**src/rtl/vga_scan_driver_if.sv**
```systemverilog
// Scan-side bundle between the raster generator and the colour mapper / DAC.
// The master is the scan driver; the slave supplies colour and consumes timing.
interface vga_scan_driver_if;
  logic [7:0] Red_in;
  logic [7:0] Green_in;
  logic [7:0] Blue_in;
  logic [9:0] DrawX;
  logic [9:0] DrawY;
  logic       pixel_clk_en;
  logic       frame_start;
  logic       hs;
  logic       vs;
  logic       blank;
  logic [7:0] VGA_R;
  logic [7:0] VGA_G;
  logic [7:0] VGA_B;

  modport master (
    input  Red_in, Green_in, Blue_in,
    output DrawX, DrawY, pixel_clk_en, frame_start, hs, vs, blank,
           VGA_R, VGA_G, VGA_B
  );

  modport slave (
    output Red_in, Green_in, Blue_in,
    input  DrawX, DrawY, pixel_clk_en, frame_start, hs, vs, blank,
           VGA_R, VGA_G, VGA_B
  );
endinterface

```
**src/rtl/vga_scan_driver.sv**
```systemverilog
// Raster timing generator: pixel divider, h/v scan counters, and a registered
// output stage that keeps sync, blank and colour one pixel behind DrawX/DrawY.
module vga_scan_driver #(
  parameter int CLK_DIV   = 2,
  parameter int H_VISIBLE = 640,
  parameter int H_FP      = 16,
  parameter int H_SYNC    = 96,
  parameter int H_BP      = 48,
  parameter int V_VISIBLE = 480,
  parameter int V_FP      = 10,
  parameter int V_SYNC    = 2,
  parameter int V_BP      = 33
) (
  input  logic               Clk,
  input  logic               Reset,
  vga_scan_driver_if.master  vga
);

  localparam int H_TOTAL = H_VISIBLE + H_FP + H_SYNC + H_BP;
  localparam int V_TOTAL = V_VISIBLE + V_FP + V_SYNC + V_BP;

  localparam logic [2:0]  DIV_LAST = 3'(CLK_DIV - 1);
  localparam logic [9:0]  H_LAST   = 10'(H_TOTAL - 1);
  localparam logic [9:0]  V_LAST   = 10'(V_TOTAL - 1);
  // 11-bit bounds so a sync window ending exactly at 1024 cannot alias to 0.
  localparam logic [10:0] H_VIS    = 11'(H_VISIBLE);
  localparam logic [10:0] HS_START = 11'(H_VISIBLE + H_FP);
  localparam logic [10:0] HS_END   = 11'(H_VISIBLE + H_FP + H_SYNC);
  localparam logic [10:0] V_VIS    = 11'(V_VISIBLE);
  localparam logic [10:0] VS_START = 11'(V_VISIBLE + V_FP);
  localparam logic [10:0] VS_END   = 11'(V_VISIBLE + V_FP + V_SYNC);

  logic [2:0] div_q, div_d;
  logic [9:0] hc_q, hc_d;
  logic [9:0] vc_q, vc_d;
  logic       frame_start_q, frame_start_d;
  logic       blank_q, blank_d;
  logic       hs_q, hs_d;
  logic       vs_q, vs_d;
  logic [7:0] r_q, r_d;
  logic [7:0] g_q, g_d;
  logic [7:0] b_q, b_d;

  logic        tick;
  logic        h_wrap;
  logic        v_wrap;
  logic        display_en;
  logic [10:0] hc_ext;
  logic [10:0] vc_ext;

  assign tick   = (div_q == DIV_LAST);
  assign hc_ext = {1'b0, hc_q};
  assign vc_ext = {1'b0, vc_q};
  // ">=" rather than "==" so a forced out-of-range count recovers on the next tick.
  assign h_wrap = (hc_q >= H_LAST);
  assign v_wrap = (vc_q >= V_LAST);
  assign display_en = (hc_ext < H_VIS) && (vc_ext < V_VIS);

  // NOTE: every signal assigned here gets a default first, so no path leaves it
  // unassigned and no latch is inferred.
  always_comb begin
    div_d         = (div_q >= DIV_LAST) ? 3'd0 : div_q + 3'd1;
    hc_d          = hc_q;
    vc_d          = vc_q;
    frame_start_d = 1'b0;
    blank_d       = blank_q;
    hs_d          = hs_q;
    vs_d          = vs_q;
    r_d           = r_q;
    g_d           = g_q;
    b_d           = b_q;

    if (tick) begin
      hc_d = h_wrap ? 10'd0 : hc_q + 10'd1;
      if (h_wrap) begin
        vc_d = v_wrap ? 10'd0 : vc_q + 10'd1;
      end
      frame_start_d = h_wrap && v_wrap;
      // Decoded from the pre-tick count: outputs trail DrawX/DrawY by one pixel.
      blank_d = display_en;
      hs_d    = !((hc_ext >= HS_START) && (hc_ext < HS_END));
      vs_d    = !((vc_ext >= VS_START) && (vc_ext < VS_END));
      r_d     = display_en ? vga.Red_in   : 8'd0;
      g_d     = display_en ? vga.Green_in : 8'd0;
      b_d     = display_en ? vga.Blue_in  : 8'd0;
    end
  end

  // NOTE: state registers use non-blocking assignments so every flop samples
  // the pre-edge values regardless of statement order.
  always_ff @(posedge Clk or negedge Reset) begin
    if (!Reset) begin
      div_q         <= 3'd0;
      hc_q          <= 10'd0;
      vc_q          <= 10'd0;
      frame_start_q <= 1'b0;
      blank_q       <= 1'b0;
      hs_q          <= 1'b1;
      vs_q          <= 1'b1;
      r_q           <= 8'd0;
      g_q           <= 8'd0;
      b_q           <= 8'd0;
    end else begin
      div_q         <= div_d;
      hc_q          <= hc_d;
      vc_q          <= vc_d;
      frame_start_q <= frame_start_d;
      blank_q       <= blank_d;
      hs_q          <= hs_d;
      vs_q          <= vs_d;
      r_q           <= r_d;
      g_q           <= g_d;
      b_q           <= b_d;
    end
  end

  assign vga.DrawX        = hc_q;
  assign vga.DrawY        = vc_q;
  assign vga.pixel_clk_en = tick;
  assign vga.frame_start  = frame_start_q;
  assign vga.blank        = blank_q;
  assign vga.hs           = hs_q;
  assign vga.vs           = vs_q;
  assign vga.VGA_R        = r_q;
  assign vga.VGA_G        = g_q;
  assign vga.VGA_B        = b_q;

endmodule

```
**src/flat_wrapper.sv**
```systemverilog
// flat-port wrapper written by rule: the top's interface ports become plain ports
module vga_scan_driver_flat 
#(
  parameter int CLK_DIV   = 2,
  parameter int H_VISIBLE = 640,
  parameter int H_FP      = 16,
  parameter int H_SYNC    = 96,
  parameter int H_BP      = 48,
  parameter int V_VISIBLE = 480,
  parameter int V_FP      = 10,
  parameter int V_SYNC    = 2,
  parameter int V_BP      = 33
)
  (Clk, Reset, vga_Red_in, vga_Green_in, vga_Blue_in, vga_DrawX, vga_DrawY, vga_pixel_clk_en, vga_frame_start, vga_hs, vga_vs, vga_blank, vga_VGA_R, vga_VGA_G, vga_VGA_B);
  vga_scan_driver_if vga_i ();
  input  logic Clk;
  input  logic Reset;
  input wire logic [$bits(vga_i.Red_in)-1:0] vga_Red_in;
  input wire logic [$bits(vga_i.Green_in)-1:0] vga_Green_in;
  input wire logic [$bits(vga_i.Blue_in)-1:0] vga_Blue_in;
  output wire logic [$bits(vga_i.DrawX)-1:0] vga_DrawX;
  output wire logic [$bits(vga_i.DrawY)-1:0] vga_DrawY;
  output wire logic [$bits(vga_i.pixel_clk_en)-1:0] vga_pixel_clk_en;
  output wire logic [$bits(vga_i.frame_start)-1:0] vga_frame_start;
  output wire logic [$bits(vga_i.hs)-1:0] vga_hs;
  output wire logic [$bits(vga_i.vs)-1:0] vga_vs;
  output wire logic [$bits(vga_i.blank)-1:0] vga_blank;
  output wire logic [$bits(vga_i.VGA_R)-1:0] vga_VGA_R;
  output wire logic [$bits(vga_i.VGA_G)-1:0] vga_VGA_G;
  output wire logic [$bits(vga_i.VGA_B)-1:0] vga_VGA_B;
  assign vga_i.Red_in = vga_Red_in;
  assign vga_i.Green_in = vga_Green_in;
  assign vga_i.Blue_in = vga_Blue_in;
  assign vga_DrawX = vga_i.DrawX;
  assign vga_DrawY = vga_i.DrawY;
  assign vga_pixel_clk_en = vga_i.pixel_clk_en;
  assign vga_frame_start = vga_i.frame_start;
  assign vga_hs = vga_i.hs;
  assign vga_vs = vga_i.vs;
  assign vga_blank = vga_i.blank;
  assign vga_VGA_R = vga_i.VGA_R;
  assign vga_VGA_G = vga_i.VGA_G;
  assign vga_VGA_B = vga_i.VGA_B;
  vga_scan_driver #(.CLK_DIV(CLK_DIV), .H_VISIBLE(H_VISIBLE), .H_FP(H_FP), .H_SYNC(H_SYNC), .H_BP(H_BP), .V_VISIBLE(V_VISIBLE), .V_FP(V_FP), .V_SYNC(V_SYNC), .V_BP(V_BP)) u_core (.Clk(Clk), .Reset(Reset), .vga(vga_i));
endmodule
```
**config.mk**
```make
export PLATFORM = sky130hd
export DESIGN_NAME = vga_scan_driver_flat
export DESIGN_NICKNAME = d
export VERILOG_FILES = /design/src/rtl/vga_scan_driver_if.sv /design/src/rtl/vga_scan_driver.sv /design/src/flat_wrapper.sv
export SDC_FILE = /design/constraint.sdc
export NUM_CORES = 1
export LEC_CHECK = 0
export CAP_MARGIN = 20
export CELL_PAD_IN_SITES_DETAIL_PLACEMENT = 1
export CELL_PAD_IN_SITES_GLOBAL_PLACEMENT = 1
export CORE_MARGIN = 1
export CORE_UTILIZATION = 45
export CTS_BUF_LIST = sky130_fd_sc_hd__clkbuf_4 sky130_fd_sc_hd__clkbuf_8
export CTS_CLUSTER_SIZE = 40
export DETAILED_ROUTE_END_ITERATION = 12
export DONT_BUFFER_PORTS = 1
export PLACE_DENSITY_LB_ADDON = 0.08
export SYNTH_ARGS = -nofsm -noshare
export SYNTH_HDL_FRONTEND = slang
export SYNTH_SLANG_ARGS = --single-unit
```
**constraint.sdc**
```tcl
create_clock -name Clk -period 1.73 [get_ports Clk]
set_input_delay 0.173 -clock Clk [delete_from_list [all_inputs] [get_ports Clk]]
set_output_delay 0.173 -clock Clk [all_outputs]
set_load 0.1 [all_outputs]
```
==> results of run 1 <==
==> repair_timing <==
action / in CTS / in global routing
pin swaps: 0 / 1
endpoints found under the setup margin: 8 / 12
hold endpoints to repair: 64 / 1
hold buffers: 15 / 1
gates resized for setup: 5 / 7
setup buffers: 0 / 3
cloned: 0 / 0
==> kinds of logic (layout without fill, tap and decap cells) <==
kind of cell | after synthesis | in the layout
XOR/XNOR | 4 | 4
buffers and inverters | 18 | 95
adder cells (fa/ha/maj) | 6 | 6
AO/OA/AOI/OAI | 58 | 58
flip-flops | 51 | 51
AND/OR/NAND/NOR | 63 | 63
==> state kept, by name (all words and copies together) (netlist names), 3 cells and up <==
register	count
u_core.div_q	3
u_core.vga.VGA_G	8
u_core.vga.DrawX	10
u_core.vga.VGA_R	8
u_core.vga.VGA_B	8
u_core.vga.DrawY	10
==> layout make-up <==
| cell class | instances | area, sq um | share of cell area |
|---|---|---|---|
| Sequential cell | 51 | 1320 | 0.412 |
| Multi-Input combinational cell | 131 | 977 | 0.306 |
| Timing Repair Buffer | 76 | 657 | 0.206 |
| Tap cell | 67 | 83.8 | 0.0263 |
| Clock buffer | 6 | 76.3 | 0.0239 |
| Inverter | 11 | 46.3 | 0.0145 |
| Clock inverter | 2 | 37.5 | 0.0118 |
==> synth_stat cells (2+ instances only) <==
cell type,instances
nand4_1,5
xnor2_1,2
nor2_1,9
buf_1,2
xor2_1,2
o21ai_0,12
dfrtp_1,49
dfstp_2,2
nor3_1,6
nand2_1,11
a21o_1,2
ha_1,6
nand3b_1,4
nor4_1,3
and3_1,3
nand2b_1,5
nand3_1,5
buf_2,4
inv_1,10
a41oi_1,2
o22ai_1,2
o2bb2ai_1,5
a22o_1,24
a21oi_1,6
or3_1,2
and2_1,3
==> worst max path at each step <==
stage                                    start  slack, ns                               to
4_1_cts              u_core.div_q[1]$_DFF_PN0_      0.008                 vga_pixel_clk_en
2_1_floorplan  u_core.vga.DrawX[0]$_DFFE_PN0P_      -0.18  u_core.vga.DrawY[3]$_DFFE_PN0P_
5_1_grt              u_core.div_q[1]$_DFF_PN0_     -0.002                 vga_pixel_clk_en
6_report             u_core.div_q[0]$_DFF_PN0_       0.05                 vga_pixel_clk_en
3_5_place_dp         u_core.div_q[1]$_DFF_PN0_      -0.01  u_core.vga.DrawY[4]$_DFFE_PN0P_
3_3_place_gp   u_core.vga.DrawY[0]$_DFFE_PN0P_        0.1  u_core.vga.DrawY[8]$_DFFE_PN0P_
==> metal layers <==
layer,vias up,GRT usage
met2,105,0.570
li1,886,-
met4,0,0.109
met1,1046,0.321
met3,22,0.0539
met5,-,0
==> critical path, stage by stage, from the launching register on <==
cell	delay, ns
dfrtp_2	0.45
ha_4	0.18
nand2b_4	0.14
buf_4	0.15
clkinv_4	0.10
buf_12	0.18
==> where the power goes <==
group	leakage (nW)	internal, mW	switching (mW)	total, mW
clock network	0.0548	0.448	0.398	0.846
logic	0.751	0.0858	0.268	0.354
registers	0.598	1.22	0.0194	1.24
==> metrics by stage <==
stage | setup WS, ns | area, sq um | TNS, ns
after floorplan | -0.178 | 2330 | -0.238
after detailed placement | -0.0136 | 2820 | -0.0309
after global routing | -0.00227 | 3190 | -0.00227
final | 0.0464 | 3190 | 0
after global placement | 0.0986 | 2820 | 0
after CTS | 0.00775 | 3120 | 0
==> metrics.txt, run 1 <==
Compound-Gate Fraction of Synth Area=0.190; number of top-level pins=75; DR vias=2,059; H-tree depth=2; die height=72.9 um; r2r setup slk=0.09 ns; vias in the first global route=2,132; Min-Delay Endpoint=u_core.vga.VGA_B[6]$_DFFE_PN0P_; Max Fclk=0.594 GHz; critical path startpoint category=flip-flop; grt ovf=0; synthesis warning total=0; synth top area cells=dfrtp_1 (54%), a22o_1 (9.3%), ha_1 (3.3%); Final Skew=0.00926 ns; Total GRT Usage=0.296; Worst Hold Depth=1; WHS=-0.00304 ns; endpoints failing hold=2; max_slew headroom=0.679; path type of the worst setup path=reg -> out; number of distinct library cells after synthesis=40; layout cells sized above 1=0.365; largest family of logic cells by synthesized area=compound AO/OA/AOI/OAI gates; failing checks=hold timing; Initial DRC Count=99; initial antenna violation count=0; Synth Area in Simple Gates=0.163; DR DRC count=0; Synth top area share=0.543; First-pass DRT Iterations=4; Buffers on Ports=0; wire length on met2=4090 um; post-synthesis xor/xnor area fraction=0.0155; CTS Buf Count=5; sequential share of the synthesized area=0.566; max layer used=met4; path depth of the worst reg2reg path=5; Reg-to-Reg Start=u_core.vga.DrawX[0]$_DFFE_PN0P_; Total Die Area=0.00531 sq mm; pwr dens=764 mW/mm^2; Post-Route M1 WL=2710 um; largest net degree at the start of global routing=52; post-DP HPWL=4540 um; n_diodes=0; Clock Tree Root=clkbuf_8; Syn Nets=232; total power=2.44 mW; Slew Limit Fails=0; multiplexer share of the synthesized area=0; CTS tree=done; commonest non-fill, non-tap cells in the layout=buf_4 (57), dfrtp_1 (28), a22o_1 (24), dfrtp_2 (17), dlygate4sd3_1 (15); most common cell after layout, fill and taps aside=buf_4; Slew @ Worst Pin=0.478 ns; Die Wd=72.9 um; Synth-to-Final Area Change=41.3%; first-pass GRT wire length=11,500 um; Crit path arrival time=1.51 ns; CP endpoint kind=output pin; reg2reg end=u_core.vga.DrawX[3]$_DFFE_PN0P_; Vias/cell=5.99; final period utilization=0.973; WL/cell=21.4 um; Initial Util=0.472; DR WL met3=329 um; core area=0.00479 sq mm; CP Max Fanout=9; Pleak=1.40 nW; max cap viols=0; Routed Antenna Nets=0; Synth Cell Area=0.00226 sq mm; RePlAce Congestion=0.816; Top FF cell, synth=dfrtp_1; Clk pin slew, worst setup/hold paths=0.10 ns; outcome=complete, but fails checks; EDFF count, synth=0; final core occ=0.667; CP required=1.56 ns; number of clock sinks=51; Post-Synth Adder-Cell Area=0.0332; final setup violation count=0; Mean Syn Cell Area=11.3 sq um; FP Rows=25; filler-free cell count of the finished design=344; dpl cells=317; nets@finish=308; Hold Crit Class=in -> reg; Filler cells=509; Cells after Synth=200; clk buf depth=2; DRT Wirelength=7380 um; synthesized flop and latch total=51; min-delay src=vga_Blue_in[6]; worst-skew pair later-pin latency=0.31 ns; area leader, netlist=dfrtp_1; Synth async-reset ratio=1.00; Final min period=1.68 ns; Peak VDD IR=0.624 mV
Note: power is estimated with default switching activity, not from simulation.
==> run 2, diff against run 1 <==
CORE_MARGIN = 2   (was 1)
==> metrics.txt, run 2 (same netlist as run 1, synthesis figures left out) <==
critical path startpoint category=flip-flop (unchanged); RePlAce Congestion=0.846 (was 0.816); Area after DPL=0.00282 sq mm (unchanged); most common cell after layout, fill and taps aside=buf_4 (unchanged); r2r setup slk=0.04 ns (was 0.09 ns); outcome=completed (was complete, but fails checks); Final min period=1.69 ns (was 1.68 ns); path depth of the worst reg2reg path=8 (was 5); DRT Wirelength=7430 um (was 7380 um); layout cells sized above 1=0.366 (was 0.365); n_diodes=0 (unchanged); initial antenna violation count=0 (unchanged); CTS tree=done (unchanged); Final TNS setup=0 ns (unchanged); Max Fclk=0.591 GHz (was 0.594 GHz); max_slew headroom=0.666 (was 0.679); pwr dens=756 mW/mm^2 (was 764 mW/mm^2); Min-Delay Endpoint=u_core.vga.VGA_B[6]$_DFFE_PN0P_ (unchanged); Final Skew=0.0100 ns (was 0.00926 ns); H-tree depth=2 (unchanged); WL/cell=21.5 um (was 21.4 um); Routed Antenna Nets=0 (unchanged); Crit path arrival time=1.92 ns (was 1.51 ns); nets@finish=310 (was 308); clk buf depth=2 (unchanged); Buffers on Ports=0 (unchanged); Vias/cell=5.77 (was 5.99); total power=2.44 mW (about the same); final period utilization=0.978 (was 0.973); Total GRT Usage=0.264 (was 0.296); largest net degree at the start of global routing=52 (unchanged); Filler cells=495 (was 509); Hold Crit Class=in -> reg (unchanged); Initial DRC Count=55 (was 99); die height=74.9 um (was 72.9 um); Reg-to-Reg Start=u_core.div_q[1]$_DFF_PN0_ (was u_core.vga.DrawX[0]$_DFFE_PN0P_); Pleak=1.42 nW (was 1.40 nW); DR DRC count=0 (unchanged); CP required=1.96 ns (was 1.56 ns); number of top-level pins=75 (unchanged); reg2reg end=u_core.vga.VGA_B[5]$_DFFE_PN0P_ (was u_core.vga.DrawX[3]$_DFFE_PN0P_); first-pass GRT wire length=11,000 um (was 11,500 um); area of the multi-input gates=971 sq um (was 977 sq um); Slew @ Worst Pin=0.496 ns (was 0.478 ns); Total Die Area=0.00560 sq mm (was 0.00531 sq mm); First-pass DRT Iterations=4 (unchanged); vias in the first global route=2,169 (was 2,132); Peak VDD IR=0.553 mV (was 0.624 mV); final instance area=0.00322 sq mm (was 0.00319 sq mm); Clock Tree Root=clkbuf_8 (unchanged); post-DP HPWL=4680 um (was 4540 um); CP Max Fanout=13 (was 9); Die Wd=74.9 um (was 72.9 um); worst-skew pair later-pin latency=0.31 ns (about the same); FP Rows=25 (unchanged); CTS Buf Count=5 (unchanged); final setup violation count=0 (unchanged); FF/Latch Area=0.00131 sq mm (was 0.00132 sq mm); commonest non-fill, non-tap cells in the layout=buf_4 (55), dfrtp_1 (29), a22o_1 (24), dlygate4sd3_1 (17), dfrtp_2 (16) (was buf_4 (57), dfrtp_1 (28), a22o_1 (24), dfrtp_2 (17), dlygate4sd3_1 (15)); path type of the worst setup path=reg -> reg (was reg -> out); max cap viols=0 (unchanged); Worst Hold Depth=1 (unchanged); endpoints failing hold=0 (was 2); grt ovf=0 (unchanged); core area=0.00479 sq mm (unchanged); Clk pin slew, worst setup/hold paths=0.09 ns (was 0.10 ns); CP endpoint kind=flip-flop (was output pin); DR vias=1,995 (was 2,059); Initial Util=0.472 (unchanged); Slew Limit Fails=0 (unchanged); Synth-to-Final Area Change=42.6% (was 41.3%); number of clock sinks=51 (unchanged); min-delay src=vga_Blue_in[6] (unchanged)
run 2: cell type report:
type                            instances  share of cell area
Clock buffer                            6              0.0237
Multi-Input combinational cell        131               0.301
Tap cell                               67              0.0260
Sequential cell                        51               0.408
Timing Repair Buffer                   78               0.215
Clock inverter                          2              0.0117
Inverter                               11              0.0144
run 2: metal layers:
layer,wire [um],vias to the layer above,GRT usage
met5,0,-,0
met4,146,0,0.109
met3,259,16,0.0509
met2,4100,58,0.486
met1,2930,1033,0.298
li1,-,888,-
run 2: how the worst max path moves through the flow:
stage,depth (start not counted),start,slack (ns),endpoint
2_1_floorplan,5,u_core.vga.DrawX[0]$_DFFE_PN0P_,-0.18,u_core.vga.DrawY[3]$_DFFE_PN0P_
3_3_place_gp,7,u_core.div_q[1]$_DFF_PN0_,0.12,u_core.vga.DrawY[8]$_DFFE_PN0P_
3_5_place_dp,7,u_core.div_q[1]$_DFF_PN0_,-0.19,u_core.vga.DrawY[8]$_DFFE_PN0P_
4_1_cts,5,u_core.div_q[0]$_DFF_PN0_,0.0008,vga_pixel_clk_en
5_1_grt,8,u_core.div_q[1]$_DFF_PN0_,-0.02,u_core.vga.VGA_B[5]$_DFFE_PN0P_
6_report,8,u_core.div_q[1]$_DFF_PN0_,0.04,u_core.vga.VGA_B[5]$_DFFE_PN0P_
run 2: metrics by stage:
step                      utilization  std cells  hold WS, ns  setup WS, ns
final                           0.673        346      0.00317        0.0377
after global routing            0.673        346    -0.000204       -0.0159
after floorplan                     -        200       -0.123        -0.178
after detailed placement        0.590        317       -0.121        -0.192
after CTS                       0.657        341    0.0000529      0.000756
after global placement          0.590        317       -0.121         0.115
run 2: report_power, final:
| part | internal [mW] | total, mW | switching, mW | leakage (nW) |
|---|---|---|---|---|
| clock network | 0.447 | 0.837 | 0.389 | 0.0548 |
| logic | 0.0889 | 0.360 | 0.271 | 0.762 |
| registers | 1.22 | 1.24 | 0.0197 | 0.598 |
| total | 1.76 | 2.44 | 0.680 | 1.42 |
run 2: timing repair:
action / CTS / global route
resized for setup: 5 / 6
setup endpoints to repair: 3 / 30
hold buffers: 16 / 2
buffers inserted: 0 / 2
hold endpoints to repair: 65 / 2
pin swaps: 0 / 1
cloned: 0 / 1
run 2: worst max-delay path, stage by stage (launching register included):
cell and delay (ns):
dfrtp_1 0.40, inv_1 0.06, ha_2 0.20, nand2b_4 0.08, buf_6 0.15, nor4b_4 0.26, buf_4 0.18, buf_12 0.14
a22o_1 0.16
==> run 3, diff against run 2 <==
clock period = 1.5 ns   (was 1.73 ns; I/O delays follow)
==> metrics.txt, run 3 <==
Clock Tree Root=clkbuf_8 (unchanged); Synth top area share=0.543 (unchanged); Initial Util=0.472 (unchanged); Tool Error=[ERROR DPL-0033] detailed placement checks failed during check placement.; EDFF count, synth=0 (unchanged); Cells after Synth=200 (unchanged); clk buf depth=2 (unchanged); Buffers on Ports=0 (unchanged); number of top-level pins=75 (unchanged); outcome=stopped before the end (was completed); synth top area cells=dfrtp_1 (54%), a22o_1 (9.3%), ha_1 (3.3%) (unchanged); post-DP HPWL=4860 um (was 4680 um); synthesis warning total=0 (unchanged); Synth top cells by count=dfrtp_1 (49), a22o_1 (24), o21ai_0 (12) (unchanged); Synth async-reset ratio=1.00 (unchanged); die height=74.9 um (unchanged); area leader, netlist=dfrtp_1 (unchanged); CTS resizes=30 (was 5); number of distinct library cells after synthesis=40 (unchanged); postcts setup bufs=8 (was 0); H-tree depth=2 (unchanged); synthesized flop and latch total=51 (unchanged); Mean Syn Cell Area=11.3 sq um (unchanged); sequential share of the synthesized area=0.566 (unchanged); Die Wd=74.9 um (unchanged); Synth Cell Area=0.00226 sq mm (unchanged); Place WS=-0.156 ns (was -0.192 ns); FP Rows=25 (unchanged); RePlAce Congestion=0.828 (was 0.846); Top FF cell, synth=dfrtp_1 (unchanged); Syn Nets=232 (unchanged); Hold-fix buffers, CTS=26 (was 16); Fail Step=4_1_cts; dpl cells=331 (was 317); number of clock sinks=51 (unchanged); most frequent cell after synthesis=dfrtp_1 (unchanged); CTS Buf Count=5 (unchanged)
==> run 3: cell families after synthesis <==
kind of cell	after synthesis	share of synthesized area
buffers and inverters	18	0.0321
adders and majority gates	6	0.0332
and+or+nand+nor	63	0.163
DFF	51	0.566
xor gates and xnor gates	4	0.0155
AOI/OAI and AO/OA	58	0.190
==> run 3: through the flow <==
stage / setup TNS [ns] / area, sq um / utilization
detailed placement: -1.11 / 2990 / 0.625
floorplan: -4.97 / 2400 / -
global placement: -0.135 / 2990 / 0.625
==> run 4, diff against run 3 <==
CELL_PAD_IN_SITES_DETAIL_PLACEMENT = not set   (was 1)
CELL_PAD_IN_SITES_GLOBAL_PLACEMENT = not set   (was 1)
CORE_UTILIZATION = 30   (was 45)
CTS_BUF_LIST = not set   (was sky130_fd_sc_hd__clkbuf_4 sky130_fd_sc_hd__clkbuf_8)
CTS_CLUSTER_SIZE = not set   (was 40)
PLACE_DENSITY_LB_ADDON = 0.15   (was 0.08)
clock period = 2 ns   (was 1.5 ns; I/O delays follow)
==> metrics.txt, run 4 (same netlist as run 1, synthesis figures left out) <==
Max Fclk=0.546 GHz; DRT Wirelength=5380 um; DR vias=1,745; outcome=completed (was stopped before the end); die height=90.8 um (was 74.9 um); CP required=1.80 ns; Crit-path slowest cell=dfrtp_1; Initial Util=0.310 (was 0.472); Slew Limit Fails=0; Routed Antenna Nets=0; vias in the first global route=1,799; CP Max Fanout=14; critical path startpoint category=flip-flop; FP Rows=31 (was 25); RSZ-0062 raised after global routing=false; core area=0.00729 sq mm; Final TNS setup=0 ns; Clk pin slew, worst setup/hold paths=0.10 ns; number of top-level pins=75 (unchanged); pwr dens=709 mW/mm^2; Synth-to-Final Area Change=30.6%; Filler cells=762; DR DRC count=0; area of the multi-input gates=908 sq um; nets@finish=288; max cap viols=0; postcts setup bufs=0 (was 8); worst-path cell chain=inv_1 -> ha_1 -> nand2b_1 -> buf_6 -> inv_4 -> buf_6; post-DP HPWL=3790 um (was 4860 um); first-pass GRT wire length=9100 um; Slew @ Worst Pin=0.529 ns; Crit path max-delay family=buffers and inverters; H-tree depth=2 (unchanged); Crit path arrival time=1.63 ns; final setup violation count=0; Clock Tree Root=clkbuf_8 (unchanged); CTS tree=done; number of clock sinks=51 (unchanged); layout cells sized above 1=0.323; Pleak=1.35 nW; grt ovf=0; max_slew headroom=0.646; n_diodes=0; CP endpoint kind=output pin; Total Die Area=0.00824 sq mm; RePlAce Congestion=0.761 (was 0.828); most common cell after layout, fill and taps aside=buf_4; initial antenna violation count=0; Final WS setup=0.170 ns; Place WS=0.244 ns (was -0.156 ns); Peak VDD IR=0.382 mV; path type of the worst setup path=reg -> out; commonest non-fill, non-tap cells in the layout=buf_4 (51), dfrtp_1 (35), a22o_1 (24), dfrtp_2 (14), o21ai_0 (12); CTS Buf Count=5 (unchanged); final core occ=0.405; WL/cell=15.1 um; max incr delay on CP=0.41 ns; FF/Latch Area=0.00130 sq mm; largest net degree at the start of global routing=52; worst-skew pair later-pin latency=0.31 ns; Vias/cell=4.90; Final min period=1.83 ns; Initial DRC Count=77; WHS=0.0140 ns; final period utilization=0.915; Buffers on Ports=0 (unchanged); clk buf depth=2 (unchanged); Most common cell on crit path=buf_6; Final Skew=0.00482 ns; Die Wd=90.8 um (was 74.9 um); endpoints failing hold=0; Total GRT Usage=0.135; First-pass DRT Iterations=4; CP Buf/Inv Count=4; Hold Crit Class=in -> reg
run 4: layout make-up:
type / count / share of cell area
Sequential cell: 51 / 0.439
Multi-Input combinational cell: 131 / 0.308
Timing Repair Buffer: 56 / 0.157
Tap cell: 99 / 0.0420
Clock buffer: 5 / 0.0233
Clock inverter: 3 / 0.0157
Inverter: 11 / 0.0148
run 4: worst paths after layout:
path / start / to / slack [ns] / cells past startpoint
max in group asynchronous: Reset / u_core.vga.hs$_DFFE_PN1P_ / 1.30 / 2
min reg2reg: u_core.div_q[2]$_DFF_PN0_ / u_core.div_q[0]$_DFF_PN0_ / 0.50 / 1
min in group asynchronous: Reset / u_core.vga.DrawX[1]$_DFFE_PN0P_ / 0.43 / 2
max reg2reg: u_core.vga.DrawX[0]$_DFFE_PN0P_ / u_core.vga.DrawY[3]$_DFFE_PN0P_ / 0.21 / 5
min: vga_Green_in[3] / u_core.vga.VGA_G[3]$_DFFE_PN0P_ / 0.01 / 1
max: u_core.div_q[1]$_DFF_PN0_ / vga_pixel_clk_en / 0.17 / 6
run 4: metal layers:
layer	vias up	global-route usage	wire length, um
met5	-	0	0
met4	0	0.0227	29
met3	3	0.0518	413
met2	68	0.208	2380
met1	828	0.184	2550
li1	846	-	-
run 4: power by group:
group | total, mW | switching [mW] | leakage [nW] | internal (mW)
Clock | 0.744 | 0.367 | 0.0548 | 0.377
Sequential | 1.06 | 0.00688 | 0.610 | 1.05
Combinational | 0.286 | 0.229 | 0.685 | 0.0564
Total | 2.09 | 0.603 | 1.35 | 1.49
run 4: through the flow:
stage | cells | instance area [sq um] | power (mW)
3_5_place_dp | 346 | 2790 | 1.34
2_1_floorplan | 200 | 2280 | 1.29
6_report | 356 | 2950 | 2.09
4_1_cts | 356 | 2950 | 2.12
5_1_grt | 356 | 2950 | 2.18
3_3_place_gp | 346 | 2790 | 1.34
run 4: what timing repair did:
action | 4_1_cts | 5_1_grt
hold endpoints to repair | 51 | 0
gates resized for setup | 1 | 2
setup endpoints to repair | 1 | 1
hold buffers | 2 | 0
run 4: worst register-to-register path, stage by stage (launching register included):
cell and delay [ns]:
dfrtp_2 0.37, ha_1 0.23, nand4_2 0.16, a211oi_2 0.41, or4b_1 0.47, o221ai_1 0.08
